File: config.mk
export PLATFORM = sky130hd
export DESIGN_NAME = rx_phy_assembler
export DESIGN_NICKNAME = d
export VERILOG_FILES = /design/src/rtl/rx_phy_assembler.sv
export SDC_FILE = /design/constraint.sdc
export NUM_CORES = 1
export LEC_CHECK = 0
export ABC_AREA = 1
export CORE_ASPECT_RATIO = 1.2
export CORE_MARGIN = 8
export CORE_UTILIZATION = 45
export CTS_CLUSTER_DIAMETER = 30
export DETAILED_ROUTE_END_ITERATION = 16
export HOLD_SLACK_MARGIN = 0.15
export PLACE_DENSITY = 0.74
export SLEW_MARGIN = 20
export SYNTH_ARGS = -nofsm -noshare
export SYNTH_HDL_FRONTEND = slang
export SYNTH_SLANG_ARGS = --single-unit
File: constraint.sdc
create_clock -name clk_125 -period 1.7 [get_ports clk_125]
set_input_delay 0.51 -clock clk_125 [delete_from_list [all_inputs] [get_ports clk_125]]
set_output_delay 0.51 -clock clk_125 [all_outputs]
set_load 0.005 [all_outputs]
File: src/rtl/rx_phy_assembler.sv
// rx_phy_assembler: receive reconciliation block. Takes RMII/MII/GMII beats
// qualified by phy_ce, hunts for the SFD at beat granularity, assembles bytes
// LSB-first and reports a per-frame status word on rx_eof.
module rx_phy_assembler #(
  parameter bit ALIGN_SFD  = 1'b1,
  parameter bit RAW_STATUS = 1'b0
) (
  input  logic       clk_125,
  input  logic       reset_n,
  input  logic [1:0] mode,
  input  logic       phy_ce,
  input  logic [7:0] phy_rxd,
  input  logic       phy_rxdv,
  input  logic       phy_rxer,
  output logic [7:0] rx_data,
  output logic       rx_valid,
  output logic       rx_sof,
  output logic       rx_er,
  output logic       rx_eof,
  output logic       rx_frame_err,
  output logic [2:0] rx_status
);

  typedef enum logic [1:0] {IDLE, HUNT, DATA} state_t;
  typedef enum logic [1:0] {LANE_RMII = 2'b00, LANE_MII = 2'b01, LANE_GMII = 2'b10} lane_t;

  state_t      state, nxt;
  lane_t       lane_q, eff_lane;
  logic [1:0]  idx, last_idx;
  logic [7:0]  sreg, merged;
  logic [3:0]  prev;
  logic        byte_er, frame_er, first;
  logic        start, data_beat, complete, sfd_hit, term, sfd_match;
  logic        first_eff, byte_er_eff;
  logic [2:0]  status;

  function automatic lane_t norm_mode(input logic [1:0] m);
    return (m == 2'b11) ? LANE_GMII : lane_t'(m);
  endfunction

  // State register
  always_ff @(posedge clk_125 or negedge reset_n) begin
    if (!reset_n) state <= IDLE;
    else          state <= nxt;
  end

  // Next-state logic; only phy_ce beats can move the FSM
  always_comb begin
    nxt = state;
    if (phy_ce) begin
      unique case (state)
        IDLE:    if (phy_rxdv) nxt = ALIGN_SFD ? HUNT : DATA;
        HUNT:    if (!phy_rxdv) nxt = IDLE;
                 else if (sfd_match) nxt = DATA;
        DATA:    if (!phy_rxdv) nxt = IDLE;
        default: nxt = IDLE;
      endcase
    end
  end

  // Beat decode: lane width, SFD match, byte merge and end-of-frame status.
  // In IDLE the live mode input is used so that, without SFD alignment, the
  // initiating beat can already be assembled as data beat 0.
  always_comb begin
    eff_lane  = (state == IDLE) ? norm_mode(mode) : lane_q;
    last_idx  = '0;
    merged    = sreg;
    sfd_match = 1'b0;
    case (eff_lane)
      LANE_RMII: begin
        last_idx                 = 2'd3;
        merged[{idx, 1'b0} +: 2] = phy_rxd[1:0];
        sfd_match                = (phy_rxd[1:0] == 2'b11) && (prev[1:0] == 2'b01);
      end
      LANE_MII: begin
        last_idx                     = 2'd1;
        merged[{idx[0], 2'b00} +: 4] = phy_rxd[3:0];
        sfd_match                    = (phy_rxd[3:0] == 4'hD) && (prev == 4'h5);
      end
      default: begin
        last_idx  = 2'd0;
        merged    = phy_rxd;
        sfd_match = (phy_rxd == 8'hD5);
      end
    endcase
    start       = phy_ce && phy_rxdv && (state == IDLE);
    data_beat   = phy_ce && phy_rxdv && ((state == DATA) || ((state == IDLE) && !ALIGN_SFD));
    complete    = data_beat && (idx == last_idx);
    sfd_hit     = phy_ce && phy_rxdv && (state == HUNT) && sfd_match;
    term        = phy_ce && !phy_rxdv && (state != IDLE);
    first_eff   = start ? 1'b1 : first;
    byte_er_eff = start ? 1'b0 : byte_er;
    status      = {state == HUNT, (state == DATA) && (idx != 2'd0), frame_er};
  end

  // Datapath and registered outputs
  always_ff @(posedge clk_125 or negedge reset_n) begin
    if (!reset_n) begin
      lane_q       <= LANE_RMII;
      idx          <= '0;
      sreg         <= '0;
      prev         <= '0;
      byte_er      <= 1'b0;
      frame_er     <= 1'b0;
      first        <= 1'b0;
      rx_data      <= '0;
      rx_valid     <= 1'b0;
      rx_sof       <= 1'b0;
      rx_er        <= 1'b0;
      rx_eof       <= 1'b0;
      rx_frame_err <= 1'b0;
      rx_status    <= '0;
    end else begin
      rx_valid     <= 1'b0;
      rx_sof       <= 1'b0;
      rx_er        <= 1'b0;
      rx_eof       <= 1'b0;
      rx_frame_err <= 1'b0;
      if (!RAW_STATUS) rx_status <= '0;
      if (phy_ce) prev <= phy_rxd[3:0];
      if (start) begin
        lane_q   <= norm_mode(mode);
        frame_er <= phy_rxer;
        first    <= 1'b1;
        byte_er  <= 1'b0;
        idx      <= '0;
      end else if (phy_ce && phy_rxdv && (state != IDLE)) begin
        frame_er <= frame_er | phy_rxer;
      end
      if (sfd_hit) begin
        idx     <= '0;
        byte_er <= 1'b0;
      end
      if (data_beat) begin
        sreg <= merged;
        if (complete) begin
          rx_data  <= merged;
          rx_valid <= 1'b1;
          rx_sof   <= first_eff;
          rx_er    <= byte_er_eff | phy_rxer;
          first    <= 1'b0;
          idx      <= '0;
          byte_er  <= 1'b0;
        end else begin
          idx     <= idx + 2'd1;
          byte_er <= byte_er_eff | phy_rxer;
        end
      end
      if (term) begin
        rx_eof       <= 1'b1;
        rx_status    <= status;
        rx_frame_err <= |status;
        idx          <= '0;
      end
    end
  end

endmodule

==> After elaboration in Yosys (flattened, before gate mapping) <==
Cells that the tools add are included.
{ "classes": {"n_addsub": 3, "eq_ne": 13, "shifts": 4, "n_mux": 35, "bitwise": 2, "n_reduce_logical": 22} }
{ "op_table": {"columns": ["op", "count"], "rows": [
  ["$mux 2", 11],
  ["$mux 1", 17],
  ["$bwmux 8", 2],
  ["$pmux 8 s2", 1],
  ["$logic_and 1x1->1", 12],
  ["$neg 3->5", 2],
  ["$eq 8x8->1 const B", 1],
  ["$shift 2x5->8 const A", 1],
  ["$shift 4x5->8 const A", 1],
  ["$shiftx 2x5->8", 1],
  ["$shiftx 4x5->8", 1],
  ["$eq 2x1->1 const B", 3],
  ["$eq 2x2->1 const B", 3],
  ["$pmux 2 s3", 1],
  ["$reduce_bool 2->1", 3],
  ["$eq 4x3->1 const B", 1],
  ["$eq 4x4->1 const B", 1],
  ["$logic_not 2->1", 2],
  ["$ne 2x2->1 const B", 2],
  ["$pmux 2 s2", 1],
  ["$reduce_and 4->1", 1],
  ["$reduce_bool 4->1", 1],
  ["$mux 3", 1],
  ["$ne 3x3->1 const B", 1],
  ["7 further kinds", 8]
]} }
{ "word_totals": {"ff_bits": 37, "inputBits": 15, "out_inout_bits": 16, "wordCells": 94} }

==> Logic depth before layout (Yosys ltp) <==
{ "logic_depth": {"depth_word": 10, "depth_mapped": 12, "mapped_depth_nobuf": 11} }

==> Least setup slack after synthesis <==
Ideal clock, no wire load.
{ "synth_timing": {"kind": "flip-flop to flip-flop", "from": "register idx[0]", "to": "register sreg[4]", "setup_ns": 0.077, "arrival_time_ns": 1.618, "required_ns": 1.623, "path_slack_ns": 0.006, "stages_incl_launch_ff": 12, "path_buffers": 1, "synth_period_minus_slack_ns": 1.694, "path_cell_list": "dfrtp_1 > clkbuf_1 > inv_2 > ha_1 > inv_1 > nor2_1 > nand2_1 > o22ai_1 > nand2_1 > nand3_1 > nand2_1 > o21ai_1"} }
{ "synth_between": {"elab_chain_len": 4, "word_cells_on_any_way": 9, "cone_classes": "add/sub: 2; shift: 4; mux: 3"} }
{ "synth_rtl": {"columns": ["element", "line_no", "rtl"], "rows": [
  ["start: declaration", "29", "logic [1:0] idx, last_idx;"],
  ["start signal: assignment", "145", "idx <= idx + 2'd1;"],
  ["$neg 3->5, on equally long branches", "77, 72", null],
  ["$shiftx 4x5->8 (tied with other cells)", "77", "merged[{idx[0], 2'b00} +: 4] = phy_rxd[3:0];"],
  ["$bwmux 8, on equally long branches", "77, 72", null],
  ["$pmux 8 s2 *", "69", "case (eff_lane)"],
  ["end signal: assignment", "135", "sreg <= merged;"],
  ["end: declaration", "30", "logic [7:0] sreg, merged;"]
]} }
Mark *: on every way between the ends. The rest lies on a longest branch, timed or not.
A chain may end at the register's enable or synchronous reset.

==> Worst setup path after layout <==
{ "layout_timing": {"from": "register rx_data[0]", "to": "output port rx_data[0]"} }
{ "layout_rtl": {"columns": ["element", "line_no", "rtl"], "rows": [
  ["start: declaration", "15", "output logic [7:0] rx_data,"],
  ["start signal: assignment", "137", "rx_data <= merged;"]
]} }
No word-level cell between the ends.

==> results by group <==
Run status
  • Status: completed

Timing
  • Final Hold Viols: 0
  • Worst relative slew slack: between 80% and 90%
  • Max-slew violations: 0
  • Max Clock Freq: 604 MHz
  • Min Hold Slack: roughly 0.48 ns
  • Layout Skew: 0.00531 ns
  • Measured slew at the worst slew-check pin: approximately 0.27 ns
  • Final Critical Period: ~1.7 ns
  • Fin crit share: 97.3%
  • Final Setup Violations: 0
  • Setup total negative slack: 0 ns

Critical path
  • Critical path cell sequence: clkdlybuf4s50_1
  • Max FO, Critical Path: 2
  • WP buf/inv: 1
  • CP Class: reg2out
  • Worst path arrival time: around 1.1 ns
  • Crit. End Element: primary output
  • Worst path max stage delay: approximately 0.50 ns
  • CP startpoint kind: flip-flop
  • WP data required: between 1 and 1.5 ns
  • Critical path's slowest cell: clkdlybuf4s50_1
  • Critical path's top delay family: buffers and inverters

Final layout
  • Post-route cell area: a little over 0.003 mm2
  • Area delta synth->final: 41.6%
  • Fill cell total of the finished layout: 410
  • Inserted Diodes: 0
  • Share of cells above drive strength 1: ~25%
  • Nets: about 380
  • Commonest non-fill, non-tap cells in the layout: nand2_1, dfrtp_1, buf_4
  • Most common cell after layout, fill and taps aside: nand2_1

Clocking
  • Htree depth: 2
  • # clock sinks: 37
  • CTS tree: done
  • Clk pin slew, worst setup/hold paths: approximately 0.080 ns
  • Clock Path Buffers: 2
  • Total CTS buffers: 5
  • Worst skew pair latency: around 0.30 ns
  • Root Buffer Master: clkbuf_8

Logic synthesis
  • Yosys warning count: 0
  • Share of the synthesized area in the top cell type: a little over two fifths
  • Sequential share of the synthesized area: between 40% and 50%
  • Syn nets: a little over 300
  • Area leader, netlist: dfrtp_1
  • Cell count after synthesis: ~290
  • Mapped Avg Cell Area: 7.48 um2
  • Largest cells by area after synthesis: dfrtp_1, nand2_1, inv_1, o21ai_0, nand3_1
  • Yosys reg bits: 37
  • Synth Cell Area: around 0.0021 mm2
  • Library cells used by synthesis: 26

Route
  • Routed Antenna Nets: 0
  • Via/cell ratio: 4.89
  • Via Count: ~2.0k
  • DRT Pass-1 Iters: 5
  • Number of DRC markers in iteration 0: 134
  • DRC viols: 0
  • Routed len/inst: 13.0 um
  • Routed WL: approximately 5400 um

Power and ir drop
  • Comb power frac: between 50% and 60%
  • Clock power share: 18.3%
  • Worst vdd ir: approximately 0.0011 V
  • Leak: 1.58 nW
  • Switching Share: about two fifths
  • Flop pwr share: 26.9%
  • P_sw: between 2 and 2.5 mW
  • Int Power: 2.91 mW
  • PwrDens: between 1500 and 2000 mW/mm2

GRT
  • GR Util All Layers: between 15 and 20%
  • Antenna violations before repair: 0
  • Grt ovf: 0
  • Vias in the first global route: 2032
  • Largest net degree at the start of global routing: 38
  • First-pass GRT wire length: about 9000 um

Min path
  • Worst min path class: reg2reg

Floorplanning
  • Chip Width: slightly below 80 um
  • Die ar.: between 0.007 and 0.008 mm2
  • Initial Util: about 47%
  • Die height: about 92 um
  • Core area: 0.00459 mm2
  • Io pins: 31
  • Cell Rows: 27

Placement
  • Final GP Congestion: 0.854
  • Port Buffers: 30
  • Cell Area, Placed: 0.00277 mm2
  • Final HPWL DP: around 4000 um

Job
  • Max-cap violation count: 0
-- metrics by stage --
| step | util, % | instances | power (mW) | worst slack (ns) |
|---|---|---|---|---|
| 3_5_place_dp | 60.2 | 400 | 3.79 | -0.357 |
| 5_1_grt | 65.9 | 414 | 5.37 | -0.0146 |
| 6_report | 65.9 | 414 | 4.95 | 0.0453 |
| 2_1_floorplan | - | 286 | 2.89 | 0.00565 |
| 4_1_cts | 64.1 | 410 | 4.82 | 0.000383 |
| 3_3_place_gp | 60.2 | 400 | 3.73 | -0.303 |
-- routing by layer --
layer / track usage (%) / share of wire [%] / up-vias
met2: 25.8 / 50 / 51
li1: - / - / 1043
met1: 19.0 / 43 / 921
met5: 0 / 0 / -
met4: 6.50 / 1.8 / 0
met3: 3.45 / 4.7 / 8
-- power groups by stage --
stage	registers, mW	logic (mW)	clock network, mW
global placement	1.34	2.39	0
finish	1.33	2.71	0.904
floorplan	1.33	1.56	0
global route	1.37	3.04	0.965
CTS	1.33	2.57	0.925
detailed placement	1.35	2.45	0
-- path summary, 6_finish.rpt --
path,startpoint,to,slack (ns),cells past startpoint
min,rx_data[6]$_DFFE_PN0P_,rx_data[6]$_DFFE_PN0P_,0.48,2
max in group asynchronous,reset_n,state[1]$_DFFE_PN0P_,0.92,2
min reg2reg,rx_data[6]$_DFFE_PN0P_,rx_data[6]$_DFFE_PN0P_,0.48,2
max reg2reg,state[0]$_DFFE_PN0P_,rx_data[0]$_DFFE_PN0P_,0.07,11
min in group asynchronous,reset_n,lane_q[0]$_DFFE_PN0P_,0.58,2
max,rx_data[0]$_DFFE_PN0P_,rx_data[0],0.05,1
-- registers in the layout, summed over array words and instances, names as in the netlist --
signal,flops
rx_data,8
sreg,8
prev,4
rx_status,3
idx,2
lane_q,2
state,2
byte_er,1
first,1
frame_er,1
rx_eof,1
rx_er,1
rx_frame_err,1
rx_sof,1
rx_valid,1
-- what timing repair did --
action,in CTS,in global routing
endpoints found under the hold margin,0,0
setup endpoints to repair,10,28
gates resized for setup,4,29
setup buffers,2,4
pin swaps,5,3
hold buffers,0,0
-- kinds of logic after synthesis --
kind of cell               Yosys count  share of synthesized area [%]
AOI/OAI and AO/OA                   44                           11.4
DFF                                 37                           43.3
and+or+nand+nor                    159                           34.7
adders and majority gates            5                           2.92
buffers and inverters               41                           7.72
-- area by class of cell --
cell class	instances	area (um2)	share of cell area [%]
Multi-Input combinational cell	208	1080	35.8
Sequential cell	37	928	30.6
Timing Repair Buffer	67	671	22.1
Inverter	36	139	4.58
Tap cell	58	72.6	2.40
Clock buffer	5	68.8	2.27
Clock inverter	3	65.1	2.15
-- cell usage after synthesis, drive strengths merged --
master and count:
nand3 22, ha 5, a31oi 1, nor3 2, buf 2, nand2 100, clkbuf 3, dfrtp 37
o22ai 4, o21ai 28, a21boi 1, clkinv 1, inv 35, nor2 32, nand4 3, a21oi 10
No activity file was read; power rests on OpenSTA's default activity.
